**src/rtl/pu_out_packer.sv**
```systemverilog
// pu_out_packer: packs 16-bit ALU result elements four to a 64-bit word behind a FWFT FIFO
module pu_out_packer #(
  parameter int ACC_DATA_WIDTH = 64,
  parameter int OUT_WIDTH      = 64,
  parameter int FIFO_DEPTH     = 4
) (
  input  logic                      clk,
  input  logic                      reset,
  input  logic                      choose_8bit,
  input  logic                      in_valid,
  input  logic [ACC_DATA_WIDTH-1:0] in_data,
  input  logic                      in_last,
  output logic                      in_ready,
  output logic                      out_valid,
  output logic [OUT_WIDTH-1:0]      out_data,
  output logic [3:0]                out_keep,
  output logic                      out_last,
  input  logic                      out_ready,
  output logic                      busy
);
  localparam int AW = $clog2(FIFO_DEPTH);
  logic [OUT_WIDTH-1:0] r_asm_word;
  logic [1:0]           r_slot;
  logic [3:0]           r_asm_keep;
  logic [OUT_WIDTH-1:0] r_mem_data [FIFO_DEPTH];
  logic [3:0]           r_mem_keep [FIFO_DEPTH];
  logic [FIFO_DEPTH-1:0] r_mem_last;
  logic [AW-1:0]        r_wptr, r_rptr;
  logic [AW:0]          r_count;
  logic [15:0]          w_elem;
  logic [OUT_WIDTH-1:0] w_word;
  logic [3:0]           w_keep;
  logic                 w_acc, w_pop, w_push, w_unused;
  assign w_elem    = choose_8bit ? {in_data[39:32], in_data[7:0]} : in_data[15:0];
  assign w_unused  = &{1'b0, in_data[ACC_DATA_WIDTH-1:40], in_data[31:16]};
  // unwritten slots are still zero in r_asm_word, so a partial word pads itself
  assign w_word    = r_asm_word | (OUT_WIDTH'(w_elem) << {r_slot, 4'b0});
  assign w_keep    = r_asm_keep | (4'b1 << r_slot);
  assign in_ready  = !reset && (r_count != (AW+1)'(FIFO_DEPTH));
  assign out_valid = r_count != '0;
  assign w_acc     = in_valid && in_ready;
  assign w_pop     = out_valid && out_ready;
  assign w_push    = w_acc && (r_slot == 2'd3 || in_last);
  assign out_data  = out_valid ? r_mem_data[r_rptr] : '0;
  assign out_keep  = out_valid ? r_mem_keep[r_rptr] : '0;
  assign out_last  = out_valid && r_mem_last[r_rptr];
  assign busy      = (r_slot != 2'd0) || out_valid;
  always_ff @(posedge clk) begin
    if (reset) begin
      r_asm_word <= '0;
      r_asm_keep <= '0;
      r_slot     <= '0;
      r_wptr     <= '0;
      r_rptr     <= '0;
      r_count    <= '0;
    end else begin
      if (w_acc) begin
        r_asm_word <= w_push ? '0 : w_word;
        r_asm_keep <= w_push ? '0 : w_keep;
        r_slot     <= w_push ? 2'd0 : r_slot + 2'd1;
      end
      if (w_push) r_wptr <= r_wptr + 1'b1;
      if (w_pop) r_rptr <= r_rptr + 1'b1;
      r_count <= r_count + (AW+1)'(w_push) - (AW+1)'(w_pop);
    end
  end
  always_ff @(posedge clk) begin
    if (w_push) begin
      r_mem_data[r_wptr] <= w_word;
      r_mem_keep[r_wptr] <= w_keep;
      r_mem_last[r_wptr] <= in_last;
    end
  end
endmodule

```
**config.mk**
```make
export PLATFORM = sky130hd
export DESIGN_NAME = pu_out_packer
export DESIGN_NICKNAME = d
export VERILOG_FILES = /design/src/rtl/pu_out_packer.sv
export SDC_FILE = /design/constraint.sdc
export NUM_CORES = 1
export LEC_CHECK = 0
export ABC_AREA = 1
export CAP_MARGIN = 20
export CORE_MARGIN = 2
export CORE_UTILIZATION = 38
export DETAILED_ROUTE_END_ITERATION = 8
export GPL_ROUTABILITY_DRIVEN = 0
export GPL_TIMING_DRIVEN = 1
export PLACE_DENSITY = 0.55
export REMOVE_ABC_BUFFERS = 1
export SLEW_MARGIN = 25
export SYNTH_ARGS = -nofsm -noshare
export SYNTH_HDL_FRONTEND = slang
export SYNTH_SLANG_ARGS = --single-unit
export TNS_END_PERCENT = 5
```
**constraint.sdc**
```tcl
create_clock -name clk -period 6.95 [get_ports clk]
set_clock_uncertainty 0.1 [all_clocks]
set_input_delay 1.39 -clock clk [delete_from_list [all_inputs] [get_ports clk]]
set_output_delay 1.39 -clock clk [all_outputs]
set_load 0.01 [all_outputs]
```
# After elaboration in Yosys (flattened, before gate mapping)
# Memories as Yosys holds them, arrays and structs flattened. A register that Yosys moved wholly into a read port is not among the register bits.
# Cells that the tools add are included.
# word_totals
reg_bits,81
mem_bits_rw,272
word_cells,51
mem_count,2
# classes
n_addsub,5
magnitude_cmp,3
n_eq_ne,2
shift,2
n_mux,17
bitwise,2
reduce_logical,11
# memory_table
name,depth,word_bits,rd,rd_ports_with_merged_regs,write_ports,line_no,text
r_mem_data,4,64,1,1,1,25,logic [OUT_WIDTH-1:0] r_mem_data [FIFO_DEPTH];
r_mem_keep,4,4,1,1,1,26,logic [3:0] r_mem_keep [FIFO_DEPTH];
# op_table
cell,count
$mux 64,2
$or 64x64->64,1
$shl 16x6->64,1
$mux 16,1
$mux 2,5
$mux 4,2
$add 2x1->2 const B,3
$logic_and 1x1->1,6
$lt 2x3->1 const B,2
$bwmux 4,1
$mux 1,4
$or 4x4->4,1
$shl 1x2->4 const A,1
$add 3x1->3,1
$ne 3x3->1 const B,1
$reduce_bool 3->1,1
$sub 3x1->3,1
$bmux 1 s2,1
$demux 1 s2,1
$eq 2x2->1 const B,1
$ge 2x1->1 const B,1
$logic_or 1x1->1,2
$reduce_bool 2->1,1
$logic_not 1->1,1

# Depth between registers and ports, before layout
# Gate-level depths: netlist (run 1).
# logic_depth
depth_word,6
ltp_mapped,12
ltp_nobuf,11

# Worst setup path before layout (run 1)
# Ideal clock, no wire load.
# synth_timing
kind,in2reg
startpoint,input port in_last
endpoint,"memory r_mem_data[0][0], enable pin"
setup_ns,0.496
arrival_ns,4.677
required_time_ns,6.354
path_slack_ns,1.676
path_stages,5
path_cell_list,inv_1 -> nand2_1 -> nand4_1 -> buf_2 -> nor2_1
# synth_between
elab_chain_cells,4
# synth_rtl
element,line_no,text
"start, declared",12,"input logic in_last,"
$logic_or 1x1->1,43,assign w_push = w_acc && (r_slot == 2'd3 || in_last);
$logic_and 1x1->1,43,
$mux 1,68,if (w_push) begin
$mux 1 (not written as such),69,r_mem_data[r_wptr] <= w_word;
"end, declared",25,
# No other way between the ends.

==> results.md, run 1 <==
- Reg2reg end: r_mem_data[2][19]
- CP max stage delay: 0.94 ns
- Critical path startpoint category: flip-flop
- Multi-input gate area in the final layout: just under 4000 µm²
- Filler cells: 3,536
- CTS tree: done
- Met3 routed WL: ~1300 µm
- Global-route wire length before repair: 52,700 µm
- M1 WL: 15,600 µm
- Quantity of gates resized following cts: 0
- RSZ-0062 raised after global routing: no
- Worst path top cell family by delay: buffers and inverters
- Global Route Usage Sum: 17.3%
- PD cells: 345 nW/µm²
- Worst setup path category: reg2out
- Rows: 71
- Maximum clock rate: approximately 200 MHz
- Commonest non-fill, non-tap cells in the layout: nor2_1 (427), edfxtp_1 (276), nand2_1 (126), o21ai_0 (109), inv_1 (105)
- Grt ovf: 0
- Setup bufs post-CTS: 0
- Worst path buffer plus inverter count: 2
- Antenna viol nets, final: 0
- Area growth syn-to-layout: 17.6%
- Share of post-route cells with drive strength above 1: 5.44%
- CTS max path bufs: 3
- Detailed Place HPWL: 17,700 µm
- Width of the chip: 200 µm
- Crit-path slowest cell: dfxtp_4
- CTS Buf Count: 37
- Final worst path period share: 72.3%
- Final setup fails: 0
- Total power: ~0.0059 W
- Crit path to: out_data[56]
- Async set-or-reset flop fraction in the synthesized netlist: 0%
- Worst slew pin tran: 1.00 ns
- Crit-path most repeated cell: nor2_1
- #FFs+latches synth: 355
- Cell count after synthesis: 1,427
- Max-slew headroom: 33.3%
- Count of cell types in the netlist: 27
- Htree depth: 2
- Antenna violations before repair: 0
- Top routing layer in use: met4
- Worst VDD drop: approximately 0.15 mV
- PortBufs: 101
- # IOs: 142
- DR pass1 iterations: 5
- Largest net degree at the start of global routing: 114
- Minimum clock period: around 5.0 ns
- Fin. Hold Viols: 0
- Setup TNS: 0 ns
- Clk slew on worst S/H paths: 0.05 ns
- Hold Path Class: reg2reg
- R2r setup slk: between 3 and 4 ns
- Final routed DRC violation total: 0
- Post-synth EDFFs: 276
- N_diodes: 0
- Largest area contributor in the netlist: edfxtp_1
- Synth warnings: 0
- Arrival @ worst endpoint: around 3.5 ns
- Worst r2r src: r_slot[1]
- R2R depth: 6
- Outcome: finished clean
- Routed length per instance: 16.7 µm
- Vias after detailed routing: 9,672
- DR iter-0 viols: 642
- CP Data Required Time: 5.46 ns
- Critical path, cell by cell: buf_4 -> nor2_1 -> nor2_1 -> o21ai_0 -> a21oi_1 -> clkdlybuf4s50_1
- Final core occ: roughly 45%
- Hold buffers post-CTS: 0
- Slew Viols, Final: 0
- Initial Util: 38.6%
- # clock sinks: 355
- WL final: 33,900 µm
- Max-cap violations: 0
- Crit path depth: 6
- Nets: 1,580
- Leak: 6.32 nW
- Clock root buffer: clkbuf_16
- Worst skew pair latency: 0.50 ns
- Die area: approximately 40,000 µm²
- Avg Inst Size Synth: 10.2 µm²
- Ranking of synthesized cells by area: edfxtp_1 (57%), nor2_1 (11%), dfxtp_1 (11%)
- Mapped Area: between 10,000 and 15,000 µm²
- Yosys top cell area share: 57.0%
- Worst setup EP type: primary output
- Vias per cell: 4.75
- FF+latch area: 9880 µm²
- Maximum fanout along the worst path: 72
- Met2 wire length: between 15,000 and 20,000 µm
- Top FF cell, synth: edfxtp_1
- Sequential area share after synthesis: slightly below 70%
- Commonest non-fill, non-tap cell in the layout: nor2_1
- Vias in the first global route: 9,408
- Die Span Y: approximately 200 µm
- Core Box Area: roughly 38,000 µm²
how the worst min path moves through the flow:
stage               depth (start not counted)            end     startpoint
finish                                      2  r_asm_keep[3]  r_asm_keep[3]
global route                                2  r_asm_keep[3]  r_asm_keep[3]
CTS                                         2  r_asm_keep[3]  r_asm_keep[3]
detailed placement                          2  r_asm_keep[3]  r_asm_keep[3]
global placement                            2  r_asm_keep[3]  r_asm_keep[3]
floorplan                                   2  r_asm_keep[3]  r_asm_keep[3]
registers in the layout, indices dropped and copies added, names as in the netlist, named ones only:
register,count
r_mem_data,256
r_asm_word,64
r_mem_keep,16
r_asm_keep,4
r_mem_last,4
r_count,3
r_rptr,2
r_slot,2
r_wptr,2
cells in the mapped netlist, types with 2 or more instances:
cell,count
nor2_1,431
buf_6,5
dfxtp_1,79
edfxtp_1,276
o21ai_0,109
nand2_1,127
xor2_1,2
buf_1,4
buf_2,38
clkbuf_1,28
or2_2,3
ha_1,9
clkinv_1,2
buf_4,7
o21ai_1,48
nand3_1,64
inv_1,105
inv_2,4
nand4_1,5
a21oi_1,74
per-layer routing:
| metal | global-route usage (%) | vias to the layer above |
|---|---|---|
| li1 | - | 4872 |
| met1 | 23.3 | 4594 |
| met2 | 29.6 | 163 |
| met3 | 2.19 | 43 |
| met4 | 4.44 | 0 |
| met5 | 0 | - |
final cells by class:
class                      count  share of cell area [%]
tap                          511                    3.74
clock inverter                13                   0.652
multi-input combinational    879                    22.6
inverter                     111                    2.47
timing repair buffer         116                    6.80
sequential                   355                    57.8
clock buffer                  51                    5.90
report_power, final:
part           internal, W  total [W]  switching (W)
registers          0.00239    0.00248      0.0000996
logic             0.000636    0.00158       0.000943
clock network      0.00108    0.00184       0.000752
total              0.00411    0.00590        0.00179
worst register-to-register path, stage by stage, from the launching register on:
cell and delay, ns:
dfxtp_2 0.98, ha_1 0.29, inv_1 0.05, nand2_1 0.12, nand4_1 0.61, nor2_4 0.76
buf_4 0.56
kinds of logic (layout without fill, tap and decap cells):
logic type               Yosys count  count (layout)  share of synthesized area [%]
AO/OA/AOI/OAI                    233             233                           8.05
XOR/XNOR                           3               3                          0.181
adder cells (fa/ha/maj)           10              10                          0.913
buffers and inverters            193             291                           5.75
flip-flops                       355             355                           67.9
AND/OR/NAND/NOR                  633             633                           17.2
per-stage QoR:
| step | worst slack [ns] | area (µm²) | cells | hold slack [ns] |
|---|---|---|---|---|
| after floorplan | 0.996 | 14100 | 1345 | 0.316 |
| after global placement | 2.20 | 16000 | 1972 | 0.328 |
| after detailed placement | 2.18 | 16000 | 1972 | 0.331 |
| after CTS | 1.85 | 17100 | 2036 | 0.340 |
| after global routing | 1.65 | 17100 | 2036 | 0.361 |
| final | 1.93 | 17100 | 2036 | 0.342 |
(Power assumes the default switching activity.)
==> inputs of run 2 (changes only) <==
--- a/config.mk
+++ b/config.mk
@@ -12,7 +12,7 @@
 export DETAILED_ROUTE_END_ITERATION = 8
 export GPL_ROUTABILITY_DRIVEN = 0
 export GPL_TIMING_DRIVEN = 1
-export PLACE_DENSITY = 0.55
+export PLACE_DENSITY = 0.57
 export REMOVE_ABC_BUFFERS = 1
 export SLEW_MARGIN = 25
 export SYNTH_ARGS = -nofsm -noshare
==> constraint.sdc (replaced) <==
create_clock -name clk -period 4.1 [get_ports clk]
set_clock_uncertainty 0.1 [all_clocks]
set_input_delay 0.82 -clock clk [delete_from_list [all_inputs] [get_ports clk]]
set_output_delay 0.82 -clock clk [all_outputs]
set_load 0.01 [all_outputs]
==> run 2 against run 1 <==
Effect of this change: critical path type unchanged; sequential power is 67% higher; highest routed layer unchanged; non-clock buffer count increased by 13; cell count is 0.69% higher; sequential share of layout area down 0.63 points; critical path depth unchanged; largest power group unchanged; final area grew 1.1%; routed wire length rose by 0.64%; die area stayed put.
==> results.md, run 2 (synthesis gave the netlist of run 1 again) <==
- R2R depth: 11 (was 6)
- Reg with most FFs: r_mem_data (unchanged)
- CP max stage delay: 0.64 ns (was 0.94 ns)
- Maximum fanout along the worst path: 42 (was 72)
- R2r setup slk: 1.51 ns (was 3.09 ns)
- Width of the chip: 200 µm (unchanged)
- CP Data Required Time: 3.18 ns (was 5.46 ns)
- Final routed DRC violation total: 0 (unchanged)
- Hold buffers post-CTS: 0 (unchanged)
- Max-cap violations: 0 (unchanged)
- Reg2reg end: r_count[2] (was r_mem_data[2][19])
- CTS Buf Count: 37 (unchanged)
- Global-route wire length before repair: 52,600 µm (was 52,700 µm)
- Worst r2r src: r_slot[1] (unchanged)
- Worst VDD drop: 0.373 mV (was 0.148 mV)
- Vias in the first global route: 9,456 (was 9,408)
- Final setup fails: 0 (unchanged)
- Grt ovf: 0 (unchanged)
- Die Span Y: 200 µm (unchanged)
- Initial Util: 38.6% (unchanged)
- Hold Path Class: reg2reg (unchanged)
- Clk slew on worst S/H paths: 0.06 ns (was 0.05 ns)
- DP Cell Count: 1,985 (was 1,972)
- Final Hold Slack: 0.350 ns (was 0.342 ns)
- Max-slew headroom: 35.3% (was 33.3%)
- CTS tree: done (unchanged)
- # clock sinks: 355 (unchanged)
- Vias after detailed routing: 9,926 (was 9,672)
- Worst skew pair latency: 0.52 ns (was 0.50 ns)
- Fin. Hold Viols: 0 (unchanged)
- Core Box Area: 37,700 µm² (unchanged)
- Leak: 6.42 nW (was 6.32 nW)
- CTS max path bufs: 3 (unchanged)
- Top flop regs: r_mem_data (256), r_asm_word (64), r_mem_keep (16) (unchanged)
- PortBufs: 101 (unchanged)
- Slew Viols, Final: 0 (unchanged)
- Global Route Usage Sum: 17.3% (about the same)
- DR iter-0 viols: 653 (was 642)
- Detailed Place HPWL: 18,900 µm (was 17,700 µm)
- Vias per cell: 4.84 (was 4.75)
- PD cells: 587 nW/µm² (was 345 nW/µm²)
- Hold depth: 2 (unchanged)
- Htree depth: 2 (unchanged)
- Crit-path most repeated cell: nor2_1 (unchanged)
- Antenna viol nets, final: 0 (unchanged)
- Maximum clock rate: 263 MHz
- Critical path startpoint category: flip-flop (unchanged)
- Quantity of gates resized following cts: 0 (unchanged)
- Worst setup path category: reg2out (unchanged)
- Outcome: finished clean (unchanged)
- Post-route cell area: 17,300 µm² (was 17,100 µm²)
- Nets: 1,593 (was 1,580)
- Setup bufs post-CTS: 0 (unchanged)
- Worst slew pin tran: 0.970 ns (was 1.00 ns)
- Crit-path slowest cell: dfxtp_4 (unchanged)
- Commonest non-fill, non-tap cell in the layout: nor2_1 (unchanged)
- Arrival @ worst endpoint: 2.88 ns (was 3.53 ns)
- Critical path, cell by cell: buf_4 -> nor2_1 -> nor2_1 -> o21ai_0 -> a21oi_1 -> clkdlybuf4s50_1 (unchanged)
- Area growth syn-to-layout: 18.9% (was 17.6%)
- Clock root buffer: clkbuf_16 (unchanged)
- Filler cells: 3,528 (was 3,536)
- Flip-flop count of the largest register after layout: 256 (unchanged)
- Layout Cells excl Fill: 2,050 (was 2,036)
- Hold path endpoint: r_asm_keep[3] (unchanged)
- RSZ-0062 raised after global routing: no (unchanged)
- Commonest non-fill, non-tap cells in the layout: nor2_1 (427), edfxtp_1 (276), nand2_1 (126), o21ai_0 (109), inv_1 (105) (unchanged)
- Final worst path period share: 92.6%
- Hold Startpoint: r_asm_keep[3] (unchanged)
- WL final: 34,100 µm (was 33,900 µm)
- # IOs: 142 (unchanged)
- Worst setup EP type: primary output (unchanged)
- Area after DPL: 16,100 µm² (was 16,000 µm²)
- Antenna violations before repair: 0 (unchanged)
- Routed length per instance: 16.6 µm (was 16.7 µm)
- Share of post-route cells with drive strength above 1: 6.30% (was 5.44%)
- Rows: 71 (unchanged)
- Minimum clock period: 3.80 ns
- N_diodes: 0 (unchanged)
- DR pass1 iterations: 5 (unchanged)
- Largest net degree at the start of global routing: 85 (was 114)
- Die area: 39,800 µm² (unchanged)
==> run 2: cell count changes in the layout (fill, tap and decap cells not counted), sizes merged <==
cell,previous run,this run
buf,15,28
clkinv,12,6
clkbuf,51,56
inv,109,112
clkinvlp,1,0
==> run 2: area by class of cell <==
class | count | area [µm²] | area share (%)
clock buffers | 56 | 1050 | 6.06
clock inverters | 9 | 97.6 | 0.565
inverters | 111 | 420 | 2.43
multi-input cells | 879 | 3870 | 22.4
flip-flops and latches | 355 | 9880 | 57.2
well taps | 511 | 639 | 3.70
repair buffers | 129 | 1320 | 7.65
==> run 2: report_power, final <==
| part | switching, W | total, W | internal, W |
|---|---|---|---|
| clock network | 0.00129 | 0.00318 | 0.00189 |
| logic | 0.00169 | 0.00282 | 0.00113 |
| registers | 0.000107 | 0.00415 | 0.00404 |
| total | 0.00308 | 0.0101 | 0.00706 |
==> run 2: worst max path at each step <==
| stage | end |
|---|---|
| 2_1_floorplan | out_data[0] |
| 3_3_place_gp | out_data[62] |
| 6_report | out_data[4] |
| 4_1_cts | out_data[62] |
| 5_1_grt | out_data[4] |
| 3_5_place_dp | out_data[62] |
==> run 2: layer usage <==
layer | share of wire [%] | vias to the layer above | track usage [%]
li1 | - | 4913 | -
met1 | 45 | 4740 | 23.1
met2 | 48 | 223 | 29.5
met3 | 4.9 | 50 | 2.62
met4 | 1.8 | 0 | 4.31
met5 | 0 | - | 0
==> run 2: critical path: cells and delay by family (launching register included) <==
family	cells	cell delay [ns]
AND/OR/NAND/NOR	2	0.19
AO/OA/AOI/OAI	2	0.40
buffers and inverters	2	1.13
flip-flops	1	0.64
==> run 2: through the flow <==
stage / utilization [%] / power [W] / setup slack [ns] / setup TNS [ns]
after floorplan: - / 0.00557 / -1.28 / -377.70
after global placement: 42.8 / 0.00706 / 0.819 / 0
after detailed placement: 42.8 / 0.00708 / 0.819 / 0
after CTS: 45.9 / 0.0103 / 0.279 / 0
after global routing: 45.9 / 0.0107 / 0.121 / 0
final: 45.9 / 0.0101 / 0.302 / 0
==> inputs of run 3 (changes only) <==
--- a/config.mk
+++ b/config.mk
@@ -9,6 +9,7 @@
 export CAP_MARGIN = 20
 export CORE_MARGIN = 2
 export CORE_UTILIZATION = 38
+export CTS_CLUSTER_DIAMETER = 60
 export DETAILED_ROUTE_END_ITERATION = 8
 export GPL_ROUTABILITY_DRIVEN = 0
 export GPL_TIMING_DRIVEN = 1
==> run 3 against run 2 <==
Effect of this change: final area is 0.31% higher; clock power is 2% higher; first-iteration DRC count is 11% lower; flip-flop and latch count stayed put; critical path type unchanged; highest routed layer unchanged.
==> results.md, run 3 (synthesis gave the netlist of run 1 again) <==
- Final worst path period share: 92.8% (was 92.6%)
- Hold depth: 2 (unchanged)
- Worst Setup Slack post-DPL: 0.819 ns (unchanged)
- Quantity of gates resized following cts: 0 (unchanged)
- Worst skew pair latency: 0.53 ns (was 0.52 ns)
- Hold buffers post-CTS: 0 (unchanged)
- Antenna viol nets, final: 0 (unchanged)
- Grt ovf: 0 (unchanged)
- Worst setup path category: reg2out (unchanged)
- R2R depth: 11 (unchanged)
- Commonest non-fill, non-tap cells in the layout: nor2_1 (427), edfxtp_1 (276), nand2_1 (126), o21ai_0 (109), inv_1 (105) (unchanged)
- CTS Buf Count: 38 (was 37)
- Top flop regs: r_mem_data (256), r_asm_word (64), r_mem_keep (16) (unchanged)
- Max-slew headroom: 34.8% (was 35.3%)
- Slew Viols, Final: 0 (unchanged)
- Core Box Area: 37,700 µm² (unchanged)
- PD cells: 590 nW/µm² (was 587 nW/µm²)
- Rows: 71 (unchanged)
- CTS tree: done (unchanged)
- Clk slew on worst S/H paths: 0.06 ns (about the same)
- RSZ-0062 raised after global routing: no (unchanged)
- Detailed Place HPWL: 18,900 µm (unchanged)
- Routed length per instance: 16.6 µm (about the same)
- Leak: 6.44 nW (was 6.42 nW)
- DR pass1 iterations: 5 (unchanged)
- Final routed DRC violation total: 0 (unchanged)
- Global Route Usage Sum: 17.3% (about the same)
- Setup bufs post-CTS: 0 (unchanged)
- Critical path startpoint category: flip-flop (unchanged)
- Vias in the first global route: 9,493 (was 9,456)
- CTS max path bufs: 3 (unchanged)
- Largest net degree at the start of global routing: 85 (unchanged)
- Hold Path Class: reg2reg (unchanged)
- Global-route wire length before repair: 52,700 µm (was 52,600 µm)
- Initial Util: 38.6% (unchanged)
- Share of post-route cells with drive strength above 1: 6.55% (was 6.30%)
- Width of the chip: 200 µm (unchanged)
- Reg with most FFs: r_mem_data (unchanged)
- P_sw: 0.00313 W (was 0.00308 W)
- Clock Power Share: 31.8% (was 31.3%)
- Arrival @ worst endpoint: 2.89 ns (was 2.88 ns)
- Filler cells: 3,526 (was 3,528)
- Vias per cell: 4.84 (about the same)
- Die area: 39,800 µm² (unchanged)
- Minimum clock period: 3.81 ns (was 3.80 ns)
- Sw Share: 30.6% (was 30.4%)
- WL final: 34,200 µm (was 34,100 µm)
- Maximum fanout along the worst path: 42 (unchanged)
- Outcome: finished clean (unchanged)
- # clock sinks: 355 (unchanged)
- PortBufs: 101 (unchanged)
- Final setup fails: 0 (unchanged)
- Vias after detailed routing: 9,937 (was 9,926)
- Fin. Hold Viols: 0 (unchanged)
- Worst VDD drop: 0.374 mV (was 0.373 mV)
- Flip-flop count of the largest register after layout: 256 (unchanged)
- Clock root buffer: clkbuf_16 (unchanged)
- # IOs: 142 (unchanged)
- Hold Startpoint: r_asm_keep[3] (unchanged)
- Final WS setup: 0.295 ns (was 0.302 ns)
- Antenna violations before repair: 0 (unchanged)
- Combinational fraction of design power: 27.6% (was 27.8%)
- Commonest non-fill, non-tap cell in the layout: nor2_1 (unchanged)
- Die Span Y: 200 µm (unchanged)
- CP Data Required Time: 3.18 ns (about the same)
- DR iter-0 viols: 584 (was 653)
- Maximum clock rate: 263 MHz (about the same)
- Htree depth: 2 (unchanged)
- Max-cap violations: 0 (unchanged)
- Worst r2r src: r_slot[1] (unchanged)
- Area growth syn-to-layout: 19.3% (was 18.9%)
- Cell-internal power: 0.00710 W (was 0.00706 W)
- Worst slew pin tran: 0.978 ns (was 0.970 ns)
- Setup TNS: 0 ns (unchanged)
- N_diodes: 0 (unchanged)
- Nets: 1,594 (was 1,593)
- Reg power frac: 40.6% (was 40.9%)
- Worst setup EP type: primary output (unchanged)
==> run 3: changes by cell type in the layout (fill, tap and decap cells not counted), sizes merged <==
cell	before	now
clkbuf	56	58
clkinv	6	8
bufinv	2	1
==> run 3: path summary, 6_finish.rpt <==
check                       end  slack [ns]
hold reg to reg   r_asm_keep[3]        0.35
setup / recovery    out_data[4]        0.29
setup reg to reg     r_count[2]        1.50
hold / removal    r_asm_keep[3]        0.35
==> run 3: routing by layer <==
| metal | vias up | global-route usage [%] | part of all wire, % |
|---|---|---|---|
| li1 | 4915 | - | - |
| met1 | 4787 | 23.0 | 45 |
| met2 | 190 | 29.6 | 48 |
| met3 | 45 | 2.67 | 4.7 |
| met4 | 0 | 4.47 | 1.8 |
| met5 | - | 0 | 0 |
==> run 3: final cells by class <==
class | count | area, µm² | share of cell area [%]
well taps | 511 | 639 | 3.69
clock buffers | 58 | 1100 | 6.33
inverters | 111 | 420 | 2.43
repair buffers | 129 | 1320 | 7.62
multi-input cells | 879 | 3870 | 22.3
clock inverters | 10 | 101 | 0.585
flip-flops and latches | 355 | 9880 | 57.0
==> run 3: stage by stage <==
| step | cell area (µm²) | hold WS [ns] | total power [W] | util, % | instances |
|---|---|---|---|---|---|
| 4_1_cts | 17300 | 0.348 | 0.0103 | 46.0 | 2053 |
| 6_report | 17300 | 0.347 | 0.0102 | 46.0 | 2053 |
| 3_5_place_dp | 16100 | 0.340 | 0.00708 | 42.8 | 1985 |
| 5_1_grt | 17300 | 0.372 | 0.0107 | 46.0 | 2053 |
| 3_3_place_gp | 16100 | 0.328 | 0.00706 | 42.8 | 1985 |
| 2_1_floorplan | 14100 | 0.316 | 0.00557 | - | 1345 |
==> run 3: power groups by stage <==
| stage | logic, W | registers [W] | clock network [W] |
|---|---|---|---|
| after detailed placement | 0.00286 | 0.00423 | 0 |
| after global placement | 0.00284 | 0.00422 | 0 |
| after CTS | 0.00287 | 0.00415 | 0.00332 |
| after floorplan | 0.00128 | 0.00429 | 0 |
| after global routing | 0.00311 | 0.00417 | 0.00345 |
| final | 0.00282 | 0.00415 | 0.00325 |
==> run 3: critical path: stages (launching register included) <==
cell and delay [ns]:
dfxtp_4 0.64, buf_4 0.51, nor2_1 0.09, nor2_1 0.10, o21ai_0 0.09, a21oi_1 0.31
clkdlybuf4s50_1 0.61
==> variant, RTL diff (settings of run 2) <==
The parameter `FIFO_DEPTH` goes from 4 to 8.
--- a/src/rtl/pu_out_packer.sv
+++ b/src/rtl/pu_out_packer.sv
@@ -3,5 +3,5 @@
   parameter int ACC_DATA_WIDTH = 64,
   parameter int OUT_WIDTH      = 64,
-  parameter int FIFO_DEPTH     = 4
+  parameter int FIFO_DEPTH     = 8
 ) (
   input  logic                      clk,
Check against the original RTL: not equivalent (a bounded check fails within 10 cycles, from zero or initial values and one cycle with reset high).
==> variant against run 2 <==
- power rose by 76%
- synthesized cell count increased by 69%
- non-clock buffer count increased by 24
- sequential cell count up 280
- synthesized area is 79% higher
- wire length up 82%
- largest power group unchanged
- critical endpoint is now out_data[3]
- setup slack got worse by 0.088 ns
- cell area increased by 73%
==> variant: results (changes against run 2) <==
** Critical path
- Max stage delay cell, worst path :: clkdlybuf4s50_1
- Worst-path fanout max :: 116 (+180%)
- The length in cells of the worst reg-to-reg path came to 12 (+1).
- Launch instance of the worst register-to-register path :: r_count[1]
- On the critical path the largest part of the delay comes from buffers and inverters.
- Slowest cell delay on critical path :: 0.61 ns (-0.03 ns)
- Setup slack on the worst flop-to-flop path :: 1.25 ns (-0.26 ns)
- Crit start category :: register
- The endpoint identified for the worst register-to-register timing path is r_count[2].

** Global route
- Met1 track demand over resource in global routing :: 23.03% (-0.076 points)
- Wire length of the first global-routing pass :: 94560 um (+80%)
- Antenna violations before repair :: 0 (unchanged)
- The layer flagged by global routing as most heavily used is met2.
- The maximum number of pins on one net before global-route repair is 117 (+38%).
- Total global-route track usage :: 17.42% (+0.13 points)
- The met2 usage came to 29.91% (+0.44 points).
- Met3 Use GR :: 2.592% (-0.024 points)

** Synth
- Top cells by area in the synthesized netlist :: edfxtp_1 (64%), nor2_1 (11%), dfxtp_1 (6.4%)
- Count of synthesis-stage warnings from yosys :: 0 (unchanged)
- Fraction of synthesis flops using an asynchronous set or reset pin :: 0% (unchanged)
- The number of flops mapped to enable cells by yosys came to 552 (+100%).
- Distinct cells, synth :: 27 (unchanged)
- Top cell types by occurrence after synthesis :: nor2_1 (779), edfxtp_1 (552), o21ai_0 (265)
- Portion of the post-synthesis area used by sequential elements :: 70.21% (+2.3 points)

** Clock network
- The TritonCTS buffer count was 60 (+62%).
- Post-CTS Setup Inserts :: 0 (unchanged)
- The count of instances resized after the clock tree is built is 0 (unchanged).
- Root Buffer :: clkbuf_16
- Clock-pin transition on the worst setup and hold timing paths :: 0.06 ns (about the same)
- The total number of H-tree levels was 2 (unchanged).
- Worst-case clock buffer depth :: 3 (unchanged)
- The source-to-sink clock delay at the later pin of the worst-skew pair came to 0.62 ns (+0.10 ns).

** Timing
- The max-slew headroom at the worst pin came to 37.15% (+1.8 points).

** Power and ir drop
- The worst voltage drop across the vdd grid was 0.0003831 V (+2.7%).
- The total leakage power was 0.01076 uW (+68%).
- The switching portion of total power is 31.21% (+0.82 points).

** Min path
- The worst hold path belongs to the class register to register.
- Critical hold path startpoint :: r_asm_keep[3]
- For hold timing, the worst endpoint is r_asm_keep[3].
- Cell depth of the worst hold path :: 2 (unchanged)

** Final layout
- The antenna diode count came to 0 (unchanged).
- The number of nets in the layout was 2564 (+61%).
- Registers with the highest flip-flop counts :: r_mem_data (512), r_asm_word (64), r_mem_keep (32)
- The share of layout cells above drive strength 1 came to 6.514% (+0.21 points).

** Route
- Wire length per cell :: 18.21 um (+9.4%)
- DRT iter0 DRCs :: 1284 (+97%)
- The first-pass detailed-route iteration total is 5 (unchanged).
- The via count of the routed design was 17110 (+72%).

** Floorplanning
- The starting density of the core is 38.54% (-0.039 points).

** Placement
- Number of port buffers :: 101 (unchanged)
- HPWL after detailed placement :: 33270 um (+76%)
- Standard cell area after detailed placement :: 28000 sq um (+74%)

** Status
- The flow ran to the end, and the final reports show no timing, DRC or antenna violations.
[variant: layer usage]
metal | up-vias | wire (um)
li1 | 8301 | -
met1 | 8323 | 27120
met2 | 399 | 30230
met3 | 91 | 3371
met4 | 0 | 1310
met5 | - | 0
[variant: layout make-up]
type	instances	area (sq um)
inverters	123	469.2
well taps	873	1092
fillers	6072	37440
flip-flops and latches	635	18250
clock inverters	29	262.8
clock buffers	85	1687
multi-input cells	1508	6551
repair buffers	153	1647
[variant: worst max path at each step]
| stage | cells after the start | to |
|---|---|---|
| 5_1_grt | 8 | out_data[32] |
| 3_3_place_gp | 8 | r_mem_data[5][30] |
| 4_1_cts | 7 | out_data[3] |
| 2_1_floorplan | 5 | out_data[10] |
| 3_5_place_dp | 8 | r_mem_data[5][10] |
| 6_report | 8 | out_data[3] |
[variant: worst register-to-register path, stage by stage (launching register included)]
cell and delay [ns]:
dfxtp_1 0.36, nor2_2 0.24, nand2_4 0.30, buf_4 0.33, nand2_1 0.15, inv_1 0.09
ha_1 0.29, inv_1 0.07, ha_1 0.15, inv_1 0.06, fa_1 0.40, xor2_1 0.14
nor2_1 0.05
[variant: power by group through the flow]
stage,Clock [uW],Combinational [uW],Sequential (uW)
3_3_place_gp,0,5110,7420
3_5_place_dp,0,5170,7420
4_1_cts,5540,5210,7290
2_1_floorplan,0,2620,7660
5_1_grt,5800,5670,7300
6_report,5430,5110,7290
[variant: cells by family after synthesis]
kind of cell,synth area share (%)
xor gates and xnor gates,0.1012
DFF,70.21
adders and majority gates,0.6551
AOI/OAI and AO/OA,7.389
buffers and inverters,4.855
and+or+nand+nor,16.79
[variant: through the flow]
step                      TNS, ns  std cells  setup slack, ns  hold WS (ns)
after floorplan           -930.23       2266           -5.834        0.3155
after global placement          0       3292           0.6138        0.3218
after detailed placement        0       3292           0.5831        0.3274
after CTS                       0       3406           0.1118        0.3361
after global routing            0       3406          0.02879        0.3700
final                           0       3406           0.2137        0.3366
